[config.mk]
export PLATFORM = sky130hd
export DESIGN_NAME = mem_loader
export DESIGN_NICKNAME = d
export VERILOG_FILES = /design/src/rtl/mem_loader.sv
export SDC_FILE = /design/constraint.sdc
export NUM_CORES = 1
export LEC_CHECK = 0
export CORE_MARGIN = 2
export CORE_UTILIZATION = 46
export DETAILED_ROUTE_END_ITERATION = 12
export PLACE_DENSITY = 0.84
export SLEW_MARGIN = 10
export SYNTH_ARGS = -nofsm -noshare
export SYNTH_HDL_FRONTEND = slang
export SYNTH_SLANG_ARGS = --single-unit
[constraint.sdc]
create_clock -name clk -period 1.7 [get_ports clk]
set_input_delay 0.34 -clock clk [delete_from_list [all_inputs] [get_ports clk]]
set_output_delay 0.34 -clock clk [all_outputs]
set_load 0.005 [all_outputs]
[src/rtl/mem_loader.sv]
// Stream loader: takes a {base, count, data...} frame and writes it into RAM while holding the CPU.
// Define MEM_LOADER_VERIFY_EN to add a readback pass that compares RAM contents against the checksum.
module mem_loader #(
    parameter int unsigned ADDR_W = 8,
    parameter int unsigned DATA_W = 8
) (
    input  logic              clk,
    input  logic              rst_n,
    input  logic [DATA_W-1:0] in_data,
    input  logic              in_valid,
    output logic              in_ready,
    output logic [ADDR_W-1:0] mem_addr,
    output logic [DATA_W-1:0] mem_wdata,
    output logic              mem_write,
    input  logic [DATA_W-1:0] mem_rdata,
    output logic              cpu_hold,
    output logic              busy,
    output logic              done,
    output logic [DATA_W-1:0] checksum,
    output logic              verify_err
);

`ifdef MEM_LOADER_VERIFY_EN
    typedef enum logic [2:0] {IDLE, GET_CNT, DATA, FLUSH, VERIFY, DONE} state_t;
`else
    typedef enum logic [2:0] {IDLE, GET_CNT, DATA, FLUSH, DONE} state_t;
`endif

    // A count byte of zero means a full page of 2**ADDR_W bytes.
    localparam logic [ADDR_W:0] DEPTH   = {1'b1, {ADDR_W{1'b0}}};
    localparam logic [ADDR_W:0] CNT_ONE = (ADDR_W+1)'(1);

    state_t              state_q, state_d;
    logic [ADDR_W-1:0]   ptr_q, ptr_d;
    logic [ADDR_W:0]     remaining_q, remaining_d;
    logic [ADDR_W-1:0]   mem_addr_q, mem_addr_d;
    logic [DATA_W-1:0]   mem_wdata_q, mem_wdata_d;
    logic                mem_write_q, mem_write_d;
    logic [DATA_W-1:0]   checksum_q, checksum_d;
    logic [ADDR_W:0]     cnt_in;
    logic                xfer;

`ifdef MEM_LOADER_VERIFY_EN
    logic [ADDR_W-1:0]   base_q, base_d;
    logic [ADDR_W:0]     count_q, count_d;
    logic [ADDR_W:0]     vcnt_q, vcnt_d;
    logic [DATA_W-1:0]   rd_sum_q, rd_sum_d;
    logic                verify_err_q, verify_err_d;
`else
    logic                unused_rdata;
    assign unused_rdata = ^mem_rdata;
`endif

    assign xfer   = in_valid & in_ready;
    assign cnt_in = (in_data == '0) ? DEPTH : (ADDR_W+1)'(in_data);

    always_ff @(posedge clk) begin
        if (!rst_n) begin
            state_q <= IDLE;
        end else begin
            state_q <= state_d;
        end
    end

    always_comb begin
        state_d = state_q;
        case (state_q)
            IDLE:    if (xfer) state_d = GET_CNT;
            GET_CNT: if (xfer) state_d = DATA;
            DATA:    if (xfer && remaining_q == CNT_ONE) state_d = FLUSH;
`ifdef MEM_LOADER_VERIFY_EN
            FLUSH:   state_d = VERIFY;
            VERIFY:  if (vcnt_q == CNT_ONE) state_d = DONE;
`else
            FLUSH:   state_d = DONE;
`endif
            DONE:    state_d = IDLE;
            default: state_d = IDLE;
        endcase
    end

    always_comb begin
        in_ready = (state_q == IDLE) || (state_q == GET_CNT) || (state_q == DATA);
        busy     = (state_q != IDLE);
        cpu_hold = (state_q != IDLE);
        done     = (state_q == DONE);
    end

    always_comb begin
        ptr_d       = ptr_q;
        remaining_d = remaining_q;
        mem_addr_d  = mem_addr_q;
        mem_wdata_d = mem_wdata_q;
        mem_write_d = 1'b0;
        checksum_d  = checksum_q;
`ifdef MEM_LOADER_VERIFY_EN
        base_d       = base_q;
        count_d      = count_q;
        vcnt_d       = vcnt_q;
        rd_sum_d     = rd_sum_q;
        verify_err_d = verify_err_q;
`endif
        case (state_q)
            IDLE: if (xfer) begin
                ptr_d      = ADDR_W'(in_data);
                checksum_d = '0;
`ifdef MEM_LOADER_VERIFY_EN
                base_d       = ADDR_W'(in_data);
                verify_err_d = 1'b0;
`endif
            end
            GET_CNT: if (xfer) begin
                remaining_d = cnt_in;
`ifdef MEM_LOADER_VERIFY_EN
                count_d     = cnt_in;
`endif
            end
            DATA: if (xfer) begin
                mem_addr_d  = ptr_q;
                mem_wdata_d = in_data;
                mem_write_d = 1'b1;
                ptr_d       = ptr_q + ADDR_W'(1);
                checksum_d  = checksum_q + in_data;
                remaining_d = remaining_q - CNT_ONE;
            end
`ifdef MEM_LOADER_VERIFY_EN
            // The last write still lands on this edge using the old address.
            FLUSH: begin
                mem_addr_d = base_q;
                rd_sum_d   = '0;
                vcnt_d     = count_q;
            end
            VERIFY: begin
                rd_sum_d   = rd_sum_q + mem_rdata;
                mem_addr_d = mem_addr_q + ADDR_W'(1);
                vcnt_d     = vcnt_q - CNT_ONE;
                if (vcnt_q == CNT_ONE) verify_err_d = (rd_sum_d != checksum_q);
            end
`endif
            default: ;
        endcase
    end

    always_ff @(posedge clk) begin
        if (!rst_n) begin
            ptr_q        <= '0;
            remaining_q  <= '0;
            mem_addr_q   <= '0;
            mem_wdata_q  <= '0;
            mem_write_q  <= 1'b0;
            checksum_q   <= '0;
`ifdef MEM_LOADER_VERIFY_EN
            base_q       <= '0;
            count_q      <= '0;
            vcnt_q       <= '0;
            rd_sum_q     <= '0;
            verify_err_q <= 1'b0;
`endif
        end else begin
            ptr_q        <= ptr_d;
            remaining_q  <= remaining_d;
            mem_addr_q   <= mem_addr_d;
            mem_wdata_q  <= mem_wdata_d;
            mem_write_q  <= mem_write_d;
            checksum_q   <= checksum_d;
`ifdef MEM_LOADER_VERIFY_EN
            base_q       <= base_d;
            count_q      <= count_d;
            vcnt_q       <= vcnt_d;
            rd_sum_q     <= rd_sum_d;
            verify_err_q <= verify_err_d;
`endif
        end
    end

    assign mem_addr  = mem_addr_q;
    assign mem_wdata = mem_wdata_q;
    assign mem_write = mem_write_q;
    assign checksum  = checksum_q;
`ifdef MEM_LOADER_VERIFY_EN
    assign verify_err = verify_err_q;
`else
    assign verify_err = 1'b0;
`endif

endmodule

==> results of run 1 <==
==> layer usage <==
layer	wire length (um)	share of wire, %	GRT usage [%]	up-vias
li1	-	-	-	1228
met1	2762	43	27.82	1157
met2	3215	50	39.91	86
met3	374	5.8	4.147	14
met4	131	2.0	8.364	0
met5	0	0	0	-
==> synth_stat cells, drive strengths merged (3+ instances only) <==
cell,instances
nor3b,5
xor2,3
a211oi,3
o22ai,3
inv,6
buf,10
nor4,3
ha,10
o31ai,3
nand2,56
a22oi,3
a21o,3
a21oi,35
dfxtp,45
and2,3
clkbuf,11
nor2,27
nand3,13
and3,5
nand2b,4
o21ai,17
a31oi,7
nor3,7
xnor2,4
==> registers in the layout (all words and copies together) (netlist names) <==
| name | flops |
|---|---|
| state_q | 3 |
| mem_write | 1 |
| checksum | 8 |
| ptr_q | 8 |
| remaining_q | 9 |
| mem_wdata | 8 |
| mem_addr | 8 |
==> layout make-up <==
cell class / count / area [um^2] / share of cell area (%)
Sequential cell: 45 / 912.1 / 26.85
Clock buffer: 6 / 72.57 / 2.136
Tap cell: 70 / 87.58 / 2.578
Clock inverter: 2 / 38.79 / 1.142
Inverter: 6 / 22.52 / 0.6630
Multi-Input combinational cell: 239 / 1491 / 43.90
Timing Repair Buffer: 87 / 772.0 / 22.73
==> cells by family after synthesis <==
group	Yosys count	synth area share [%]
AO/OA/AOI/OAI	85	21.24
XOR/XNOR	7	2.557
adder cells (fa/ha/maj)	11	6.054
buffers and inverters	27	4.958
flip-flops	45	37.58
multiplexers	3	1.305
other	1	0.1564
AND/OR/NAND/NOR	132	26.15
==> worst reg2reg max path, stage by stage (launching register included) <==
cell and delay, ns:
sky130_fd_sc_hd__dfxtp_2 0.35, sky130_fd_sc_hd__ha_4 0.18, sky130_fd_sc_hd__fa_2 0.34, sky130_fd_sc_hd__a21o_1 0.18, sky130_fd_sc_hd__a21oi_2 0.16, sky130_fd_sc_hd__xnor2_1 0.09, sky130_fd_sc_hd__a22oi_1 0.19, sky130_fd_sc_hd__nor2_1 0.08
==> how the worst max path moves through the flow <==
stage | start | end | depth (start not counted)
after CTS | in_data[5] | checksum[7] | 6
after global routing | checksum[0] | checksum[4] | 7
after global placement | in_data[1] | checksum[7] | 7
final | checksum[0] | checksum[4] | 7
after floorplan | in_data[0] | checksum[6] | 7
after detailed placement | in_data[1] | checksum[7] | 7
==> report_power, final <==
part           switching, mW  total, mW  internal [mW]
registers             0.0569       1.16           1.11
clock network          0.372      0.814          0.442
logic                  0.314      0.621          0.307
total                  0.743       2.60           1.86
==> repair_timing <==
action / in CTS / in global routing
pin swaps: 10 / 6
buffers inserted: 2 / 1
cloned: 0 / 0
setup endpoints to repair: 8 / 9
resized for setup: 26 / 10
==> through the flow <==
stage                     setup WS, ns  cells  hold WS (ns)  utilization, %
final                          0.02802    455        0.4579           66.94
after global routing          -0.04582    455        0.4769           66.94
after global placement         -0.6149    444        0.4417           62.43
after detailed placement       -0.6531    444        0.4467           62.43
after CTS                      0.01505    454        0.4588           66.32
after floorplan               -0.02203    311        0.4413               -
==> out/results.ini, run 1 <==
[global_route]
grt_antenna_before_repair = 0
via_count_of_the_first_global_routing_pass = 2369
grt_first_pass_wirelength_mm = 10.87
gr-total-overflow = 0
largest_net_degree_at_the_start_of_global_routing = 25
grt_use_total_pct = 22.72

[setup_path]
worst_r2r_startpoint = checksum[0]
setup.worst_path.start_class = register
worst_flop_to_flop_path_endpoint = checksum[4]
worst_path_largest_cell_delay_ns = 0.35
crit_type = reg -> reg
worstSetupEndpointType = register
required_ns = 1.89
cpLargestDelayFamily = compound AO/OA/AOI/OAI gates
rrSetupSlack_ns = 0.03
reg2reg_path_depth = 7
crit_path_cell_trace = ha_4, fa_2, a21o_1, a21oi_2, xnor2_1, a22oi_1, nor2_1
crit_slowest_cell = sky130_fd_sc_hd__dfxtp_2
critical_path_arrival_ns = 1.86
timing.critical_path.fanout_max = 3
cp.buffers_inverters = 0

[cells_and_area]
nNetsFinal = 414
layout_common_cells = 55 x sky130_fd_sc_hd__nand2_1, 44 x sky130_fd_sc_hd__buf_4, 38 x sky130_fd_sc_hd__dfxtp_1
drive_gt1_share_pct = 21.82
areaGrowthSynthToFinish_pct = 41.70
post-route-cell-area_mm2 = 0.003397
nFillCells = 409
antenna-diode-count = 0
layout.cells.most_common = sky130_fd_sc_hd__nand2_1

[floorplan]
floorplan.die.width_um = 76.19
design.die.area_mm2 = 0.005805
floorplan.rows = 26
die_height_um = 76.19
pin_count = 49
floorplan.initialDensity_pct = 47.24
core_area_mm2 = 0.005075

[yosys]
yosysUniqueCellTypes = 45
synth_top_cells_by_area = sky130_fd_sc_hd__dfxtp_1 38%, sky130_fd_sc_hd__nand2_1 8.6%, sky130_fd_sc_hd__a21oi_1 7.3%
synth_area_per_cell_um2 = 7.708
synthCells = 311
yosysSeqAreaShare_pct = 37.58
synth.cell_area_mm2 = 0.002397
postSynthRegisterBits = 45
synth_top_area_cell = sky130_fd_sc_hd__dfxtp_1
ys_warn_count = 0
postSynthNetCount = 341
async_flop_share_pct = 0
synth_largest_type_area_fraction_pct = 37.58
synth-edff-count = 0
dominantRegCellSynth = sky130_fd_sc_hd__dfxtp_1

[worst_hold_path]
number_of_instances_on_the_worst_hold_path = 2
timing.hold.worst.class = reg -> reg
worst_hold_startpoint = mem_wdata[6]
hold_end = mem_wdata[6]

[clocking]
total_cts_buffers = 5
clock-sinks = 45
cts-root-to-sink-buffers = 2
clock_tree_from_tritoncts = yes
insertion_delay_ns = 0.30
clock_pin_slew_of_the_registers_on_the_worst_case_setup_and_hold_paths_ns = 0.09
cts_hold_buf = 0
root_buffer = sky130_fd_sc_hd__clkbuf_8
h-tree-depth = 2

[power]
powerDensity_mw_per_mm2 = 765.2
worst_vdd_ir_uv = 444.5
power_leakage_nw = 1.340
fin_total_pwr_mw = 2.599

[status]
run_status = finished clean

[sta]
setup_total_negative_slack_ns = 0
grt_setup_unrepaired = yes
finClkSkew_ns = 0.006162
timing.final.crit_share_pct = 98.35
fmax_mhz = 598.1
finalCriticalPeriod_ns = 1.672
drv_slew = 0
finalSetupViolations = 0
final_hold_viol_count = 0

[route]
route.final.wire_length_mm = 6.483
via_per_inst = 5.462
initialDrtViolationCount = 223
drt_pre_antenna_iters = 5
drtAntennaViolNets = 0
drc_errors = 0
dr_vias = 2485
dr_wl_cell_um = 14.25

[placement]
detailed_place.area_mm2 = 0.003168
portBuffers = 39
dp.final_hpwl_mm = 4.607
place_congestion = 0.8731

[job]
drv.max_cap_violation_count = 0

(Power assumes the default switching activity.)
==> run 2: changes to the inputs <==
--- a/config.mk
+++ b/config.mk
@@ -6,9 +6,9 @@
 export NUM_CORES = 1
 export LEC_CHECK = 0
 export CORE_MARGIN = 2
-export CORE_UTILIZATION = 46
+export CORE_UTILIZATION = 51
 export DETAILED_ROUTE_END_ITERATION = 12
-export PLACE_DENSITY = 0.84
+export PLACE_DENSITY = 0.87
 export SLEW_MARGIN = 10
 export SYNTH_ARGS = -nofsm -noshare
 export SYNTH_HDL_FRONTEND = slang
==> constraint.sdc (replaced) <==
create_clock -name clk -period 1.9 [get_ports clk]
set_input_delay 0.38 -clock clk [delete_from_list [all_inputs] [get_ports clk]]
set_output_delay 0.38 -clock clk [all_outputs]
set_load 0.005 [all_outputs]
==> run 2 against run 1 <==
Count of clock-buffer cells in the layout is 1 lower. First-iteration DRC count is 79% higher. Combinational power is 11% lower. Register-to-register slack better by 0.04 ns.
==> out/results.ini, run 2 (synthesis gave the netlist of run 1 again) <==
[route]
dr_wl_cell_um = 16.04  ; +13%
drtAntennaViolNets = 0  ; unchanged
drc_errors = 0  ; unchanged
drt_pre_antenna_iters = 5  ; unchanged
dr_vias = 2568  ; +3.3%
via_per_inst = 5.986  ; +9.6%
initialDrtViolationCount = 400  ; +79%
route.final.wire_length_mm = 6.881  ; +6.1%

[worst_hold_path]
worst_hold_startpoint = mem_wdata[4]
timing.hold.worst.class = reg -> reg

[cells_and_area]
nNetsFinal = 406  ; -1.9%
drive_gt1_share_pct = 19.36  ; -2.5 points
nFillCells = 313  ; -23%
layout.cells.most_common = sky130_fd_sc_hd__nand2_1
largest_register = remaining_q
areaGrowthSynthToFinish_pct = 37.79
layout_common_cells = 55 x sky130_fd_sc_hd__nand2_1, 40 x sky130_fd_sc_hd__dfxtp_1, 37 x sky130_fd_sc_hd__buf_4
antenna-diode-count = 0  ; unchanged
largest_reg_flops = 9  ; unchanged

[global_route]
grt_antenna_before_repair = 0  ; unchanged
gr-total-overflow = 0  ; unchanged
grt_use_total_pct = 26.55  ; +3.8 points
largest_net_degree_at_the_start_of_global_routing = 34  ; +36%
via_count_of_the_first_global_routing_pass = 2374  ; +0.21%
grt_first_pass_wirelength_mm = 11.01  ; +1.2%

[setup_path]
critPathLaunch = in_data[4]
required_ns = 2.14  ; +0.25 ns
critical_path_arrival_ns = 2.07  ; +0.21 ns
setup.worst_path.start_class = input pin
timing.critical_path.fanout_max = 4  ; +1
worst_r2r_startpoint = checksum[0]
worstSetupEndpointType = register
crit_type = in -> reg

[clocking]
total_cts_buffers = 5  ; unchanged
h-tree-depth = 2  ; unchanged
cts-root-to-sink-buffers = 2  ; unchanged
clock_tree_from_tritoncts = yes
root_buffer = sky130_fd_sc_hd__clkbuf_8
insertion_delay_ns = 0.31  ; about the same
cts_hold_buf = 0  ; unchanged
clock-sinks = 45  ; unchanged
clock_pin_slew_of_the_registers_on_the_worst_case_setup_and_hold_paths_ns = 0.10  ; about the same

[placement]
dp.final_hpwl_mm = 4.236  ; -8.1%
place_congestion = 0.8587  ; -1.6%
portBuffers = 39  ; unchanged
place_worst_setup_slack_ns = -0.6065  ; +0.04661 ns

[sta]
finalCriticalPeriod_ns = 1.838
finClkSkew_ns = 0.01036  ; +0.004195 ns
fmax_mhz = 544.0
whs_ns = 0.4580  ; +0.00008900 ns
final.setup.worst_slack_ns = 0.06172  ; +0.03369 ns
final_hold_viol_count = 0  ; unchanged
timing.final.crit_share_pct = 96.75
finalSetupViolations = 0  ; unchanged
drv_slew = 0  ; unchanged

[power]
power_leakage_nw = 1.325  ; -1.1%
worst_vdd_ir_uv = 401.8  ; -9.6%
pwr-share-comb_pct = 25.1  ; +1.2 points
powerDensity_mw_per_mm2 = 668.9  ; -13%
clkPwrFrac_pct = 27.7  ; -3.6 points
power_switching_share_pct = 31.21  ; +2.6 points
netSwitchingPower_mw = 0.6897  ; -7.2%
seq_power_share_pct = 47.2  ; +2.4 points
cellInternalPower_mw = 1.520  ; -18%

[status]
run_status = finished clean

[floorplan]
floorplan.die.width_um = 72.56  ; -4.8%
floorplan.rows = 24  ; -7.7%
design.die.area_mm2 = 0.005265  ; -9.3%
pin_count = 49  ; unchanged
die_height_um = 72.56  ; -4.8%
floorplan.initialDensity_pct = 53.94  ; +6.7 points
core_area_mm2 = 0.004444  ; -12%

[job]
drv.max_cap_violation_count = 0  ; unchanged

[run 2: worst paths after layout]
check             cells past startpoint      endpoint  slack, ns
hold / removal                        2  mem_wdata[4]       0.46
setup reg to reg                      7   checksum[6]       0.07
setup / recovery                      7   checksum[7]       0.06
hold reg to reg                       2  mem_wdata[4]       0.46
[run 2: layout make-up]
cell class	count	area (um^2)	share of cell area, %
timing repair buffer	79	725.7	21.97
clock inverter	3	22.52	0.6818
sequential	45	912.1	27.61
inverter	6	22.52	0.6818
clock buffer	5	68.82	2.083
multi-input combinational	239	1486	45.00
tap	52	65.06	1.970
[run 2: metal layers]
layer | share of wire [%] | up-vias | global-route usage, % | routed length, um
li1 | - | 1217 | - | -
met1 | 39 | 1174 | 32.27 | 2692
met2 | 51 | 158 | 46.67 | 3500
met3 | 8.2 | 19 | 5.694 | 563
met4 | 1.8 | 0 | 8.230 | 125
met5 | 0 | - | 0 | 0
[run 2: metrics by stage]
stage          instances  TNS (ns)  instance area (um^2)  utilization [%]  power, mW
6_report             429         0                  3303            74.32      2.210
5_1_grt              429  -0.03616                  3303            74.32      2.307
4_1_cts              429         0                  3266            73.48      2.186
3_5_place_dp         416    -1.981                  3057            68.78      1.563
3_3_place_gp         416    -1.766                  3057            68.78      1.549
2_1_floorplan        311         0                  2397                -      1.358
[run 2: timing repair]
action	4_1_cts	5_1_grt
buffers inserted	5	0
gates resized for setup	21	13
pin swaps	3	6
endpoints found under the setup margin	7	7
[run 2: power groups by stage]
stage                     Sequential, mW  Clock [mW]  Combinational [mW]
after floorplan                     1.05           0               0.308
after global placement              1.06           0               0.484
after detailed placement            1.07           0               0.496
after CTS                           1.04       0.614               0.532
after global routing                1.05       0.651               0.605
final                               1.04       0.612               0.554
[run 2: worst max-delay path, stage by stage]
cell and delay [ns]:
sky130_fd_sc_hd__dlygate4sd2_1 0.29, sky130_fd_sc_hd__ha_4 0.31, sky130_fd_sc_hd__nand2_2 0.09, sky130_fd_sc_hd__nor3_4 0.22
sky130_fd_sc_hd__mux2i_1 0.11, sky130_fd_sc_hd__or4_1 0.53, sky130_fd_sc_hd__a31oi_1 0.13
==> run 3: changes to the inputs <==
--- a/config.mk
+++ b/config.mk
@@ -8,6 +8,7 @@
 export CORE_MARGIN = 2
 export CORE_UTILIZATION = 51
 export DETAILED_ROUTE_END_ITERATION = 12
+export GPL_TIMING_DRIVEN = 0
 export PLACE_DENSITY = 0.87
 export SLEW_MARGIN = 10
 export SYNTH_ARGS = -nofsm -noshare
==> run 3 against run 2 <==
The run now ends with negative setup slack left. Routed wire length down 7.3%. Critical path type unchanged. Sequential share of layout area increased by 2.0 points. Largest cell class unchanged. Critical endpoint unchanged. Fmax shrank 5.3%. Clock power shrank 4.4%.
==> out/results.ini, run 3 (synthesis gave the netlist of run 1 again) <==
[sta]
drv_slew = 0  ; unchanged
final_hold_viol_count = 0  ; unchanged
finalSetupViolations = 2  ; +2
fmax_mhz = 515.2  ; -5.3%
worst_pin_slew_ns = 0.5656
grt_setup_unrepaired = yes
finClkSkew_ns = 0.006434  ; -0.003922 ns
whs_ns = 0.3931  ; -0.06492 ns
final.setup.worst_slack_ns = -0.04117  ; -0.1029 ns
finalCriticalPeriod_ns = 1.941  ; +0.1029 ns
slew_headroom_pct = 62.30
setup_total_negative_slack_ns = -0.07240  ; -0.07240 ns
timing.final.crit_share_pct = 102.2  ; +5.4 points

[cells_and_area]
nFillCells = 342  ; +9.3%
drive_gt1_share_pct = 13.61  ; -5.8 points
antenna-diode-count = 0  ; unchanged
areaGrowthSynthToFinish_pct = 28.13
nNetsFinal = 389  ; -4.2%
layout.cells.most_common = sky130_fd_sc_hd__nand2_1
largest_reg_flops = 9  ; unchanged
layout.cells.non_filler = 412  ; -4.0%
layout_common_cells = 55 x sky130_fd_sc_hd__nand2_1, 41 x sky130_fd_sc_hd__dfxtp_1, 34 x sky130_fd_sc_hd__a21oi_1
largest_register = remaining_q

[clocking]
clock-sinks = 45  ; unchanged
cts-root-to-sink-buffers = 2  ; unchanged
insertion_delay_ns = 0.30  ; about the same
clock_tree_from_tritoncts = yes
root_buffer = sky130_fd_sc_hd__clkbuf_8
clock_pin_slew_of_the_registers_on_the_worst_case_setup_and_hold_paths_ns = 0.09  ; about the same
total_cts_buffers = 5  ; unchanged
h-tree-depth = 2  ; unchanged

[power]
power_leakage_nw = 1.154  ; -13%
seq_power_share_pct = 49.7  ; +2.5 points
netSwitchingPower_mw = 0.6521  ; -5.4%
powerDensity_mw_per_mm2 = 688.8  ; +3.0%
cellInternalPower_mw = 1.464  ; -3.7%
power_switching_share_pct = 30.82  ; -0.39 points
worst_vdd_ir_uv = 405.6  ; +0.94%
pwr-share-comb_pct = 22.6  ; -2.5 points
fin_total_pwr_mw = 2.116  ; -4.2%
clkPwrFrac_pct = 27.7  ; about the same

[placement]
place_congestion = 0.9239  ; +7.6%
portBuffers = 38  ; -2.6%
place_worst_setup_slack_ns = -0.7569  ; -0.1504 ns
dp_cells = 401  ; -3.6%
dp.final_hpwl_mm = 4.374  ; +3.3%

[worst_hold_path]
timing.hold.worst.class = in -> reg
worst_hold_startpoint = in_valid

[floorplan]
floorplan.rows = 24  ; unchanged
die_height_um = 72.56  ; unchanged
floorplan.die.width_um = 72.56  ; unchanged
core_area_mm2 = 0.004444  ; unchanged
floorplan.initialDensity_pct = 53.94  ; unchanged
pin_count = 49  ; unchanged
design.die.area_mm2 = 0.005265  ; unchanged

[global_route]
gr-total-overflow = 0  ; unchanged
grt_antenna_before_repair = 0  ; unchanged
grt_first_pass_wirelength_mm = 10.14  ; -7.9%
largest_net_degree_at_the_start_of_global_routing = 15  ; -56%
via_count_of_the_first_global_routing_pass = 2223  ; -6.4%
grt_use_total_pct = 24.17  ; -2.4 points

[setup_path]
setup.worst_path.start_class = input pin
required_ns = 2.12  ; -0.02 ns
rrSetupSlack_ns = -0.03  ; -0.10 ns
critical_path_arrival_ns = 2.17  ; +0.10 ns
crit_type = in -> reg
critPathLaunch = in_data[4]
critical_path.endpoint = checksum[7]
reg2reg_path_depth = 9  ; +2
timing.critical_path.fanout_max = 4  ; unchanged
worst_flop_to_flop_path_endpoint = checksum[5]
worstSetupEndpointType = register
worst_r2r_startpoint = checksum[1]

[job]
drv.max_cap_violation_count = 0  ; unchanged

[route]
dr_vias = 2415  ; -6.0%
route.final.wire_length_mm = 6.380  ; -7.3%
drtAntennaViolNets = 0  ; unchanged
via_per_inst = 5.862  ; -2.1%
dr_wl_cell_um = 15.49  ; -3.5%
initialDrtViolationCount = 181  ; -55%
drc_errors = 0  ; unchanged
drt_pre_antenna_iters = 5  ; unchanged

[status]
violated_checks = negative setup slack
run_status = complete, but fails checks

## run 3: layout make-up
cell class                      instances  area, um^2  share of cell area, %
Sequential cell                        45       910.9                  29.65
Buffer                                 19       95.09                  3.096
Inverter                                6       22.52                 0.7332
Clock inverter                          2       15.01                 0.4888
Clock buffer                            6       72.57                  2.363
Multi-Input combinational cell        239        1491                  48.55
Tap cell                               52       65.06                  2.118
Timing Repair Buffer                   43       399.1                  12.99
## run 3: worst min-delay path by stage
| stage | end | slack, ns | cells past startpoint |
|---|---|---|---|
| after floorplan | mem_addr[7] | 0.44 | 2 |
| after global placement | mem_wdata[6] | 0.44 | 2 |
| after detailed placement | mem_addr[5] | 0.45 | 2 |
| after CTS | mem_addr[0] | 0.39 | 2 |
| after global routing | mem_addr[0] | 0.42 | 2 |
| final | mem_addr[0] | 0.39 | 2 |
## run 3: worst max-delay path, stage by stage
cell,delay (ns)
sky130_fd_sc_hd__dlygate4sd2_1,0.33
sky130_fd_sc_hd__ha_4,0.33
sky130_fd_sc_hd__nand2_2,0.08
sky130_fd_sc_hd__nor3_4,0.19
sky130_fd_sc_hd__mux2i_1,0.12
sky130_fd_sc_hd__or4_1,0.56
sky130_fd_sc_hd__a31oi_1,0.18
## run 3: per-stage QoR
stage	cell area (um^2)	utilization [%]
floorplan	2397	-
global placement	2843	63.96
detailed placement	2843	63.96
CTS	3033	68.24
global route	3072	69.12
finish	3072	69.12
## run 3: repair_timing
item,CTS,global route
hold buffers,0,0
resized for setup,28,20
setup buffers,5,0
endpoints found under the setup margin,8,12
pin swaps,4,1
## run 3: power groups by stage
| stage | Sequential (mW) | Clock, mW | Combinational (mW) |
|---|---|---|---|
| 6_report | 1.05 | 0.585 | 0.479 |
| 5_1_grt | 1.06 | 0.626 | 0.527 |
| 4_1_cts | 1.05 | 0.602 | 0.454 |
| 3_5_place_dp | 1.06 | 0 | 0.454 |
| 3_3_place_gp | 1.06 | 0 | 0.444 |
| 2_1_floorplan | 1.05 | 0 | 0.308 |
## run 3: per-layer routing
layer	up-vias	wire length [um]	share of wire (%)	global-route usage [%]
met3	17	428	6.7	3.333
met1	1109	2735	43	31.66
met4	0	106	1.7	8.230
met5	-	0	0	0
met2	106	3109	49	40.81
li1	1183	-	-	-
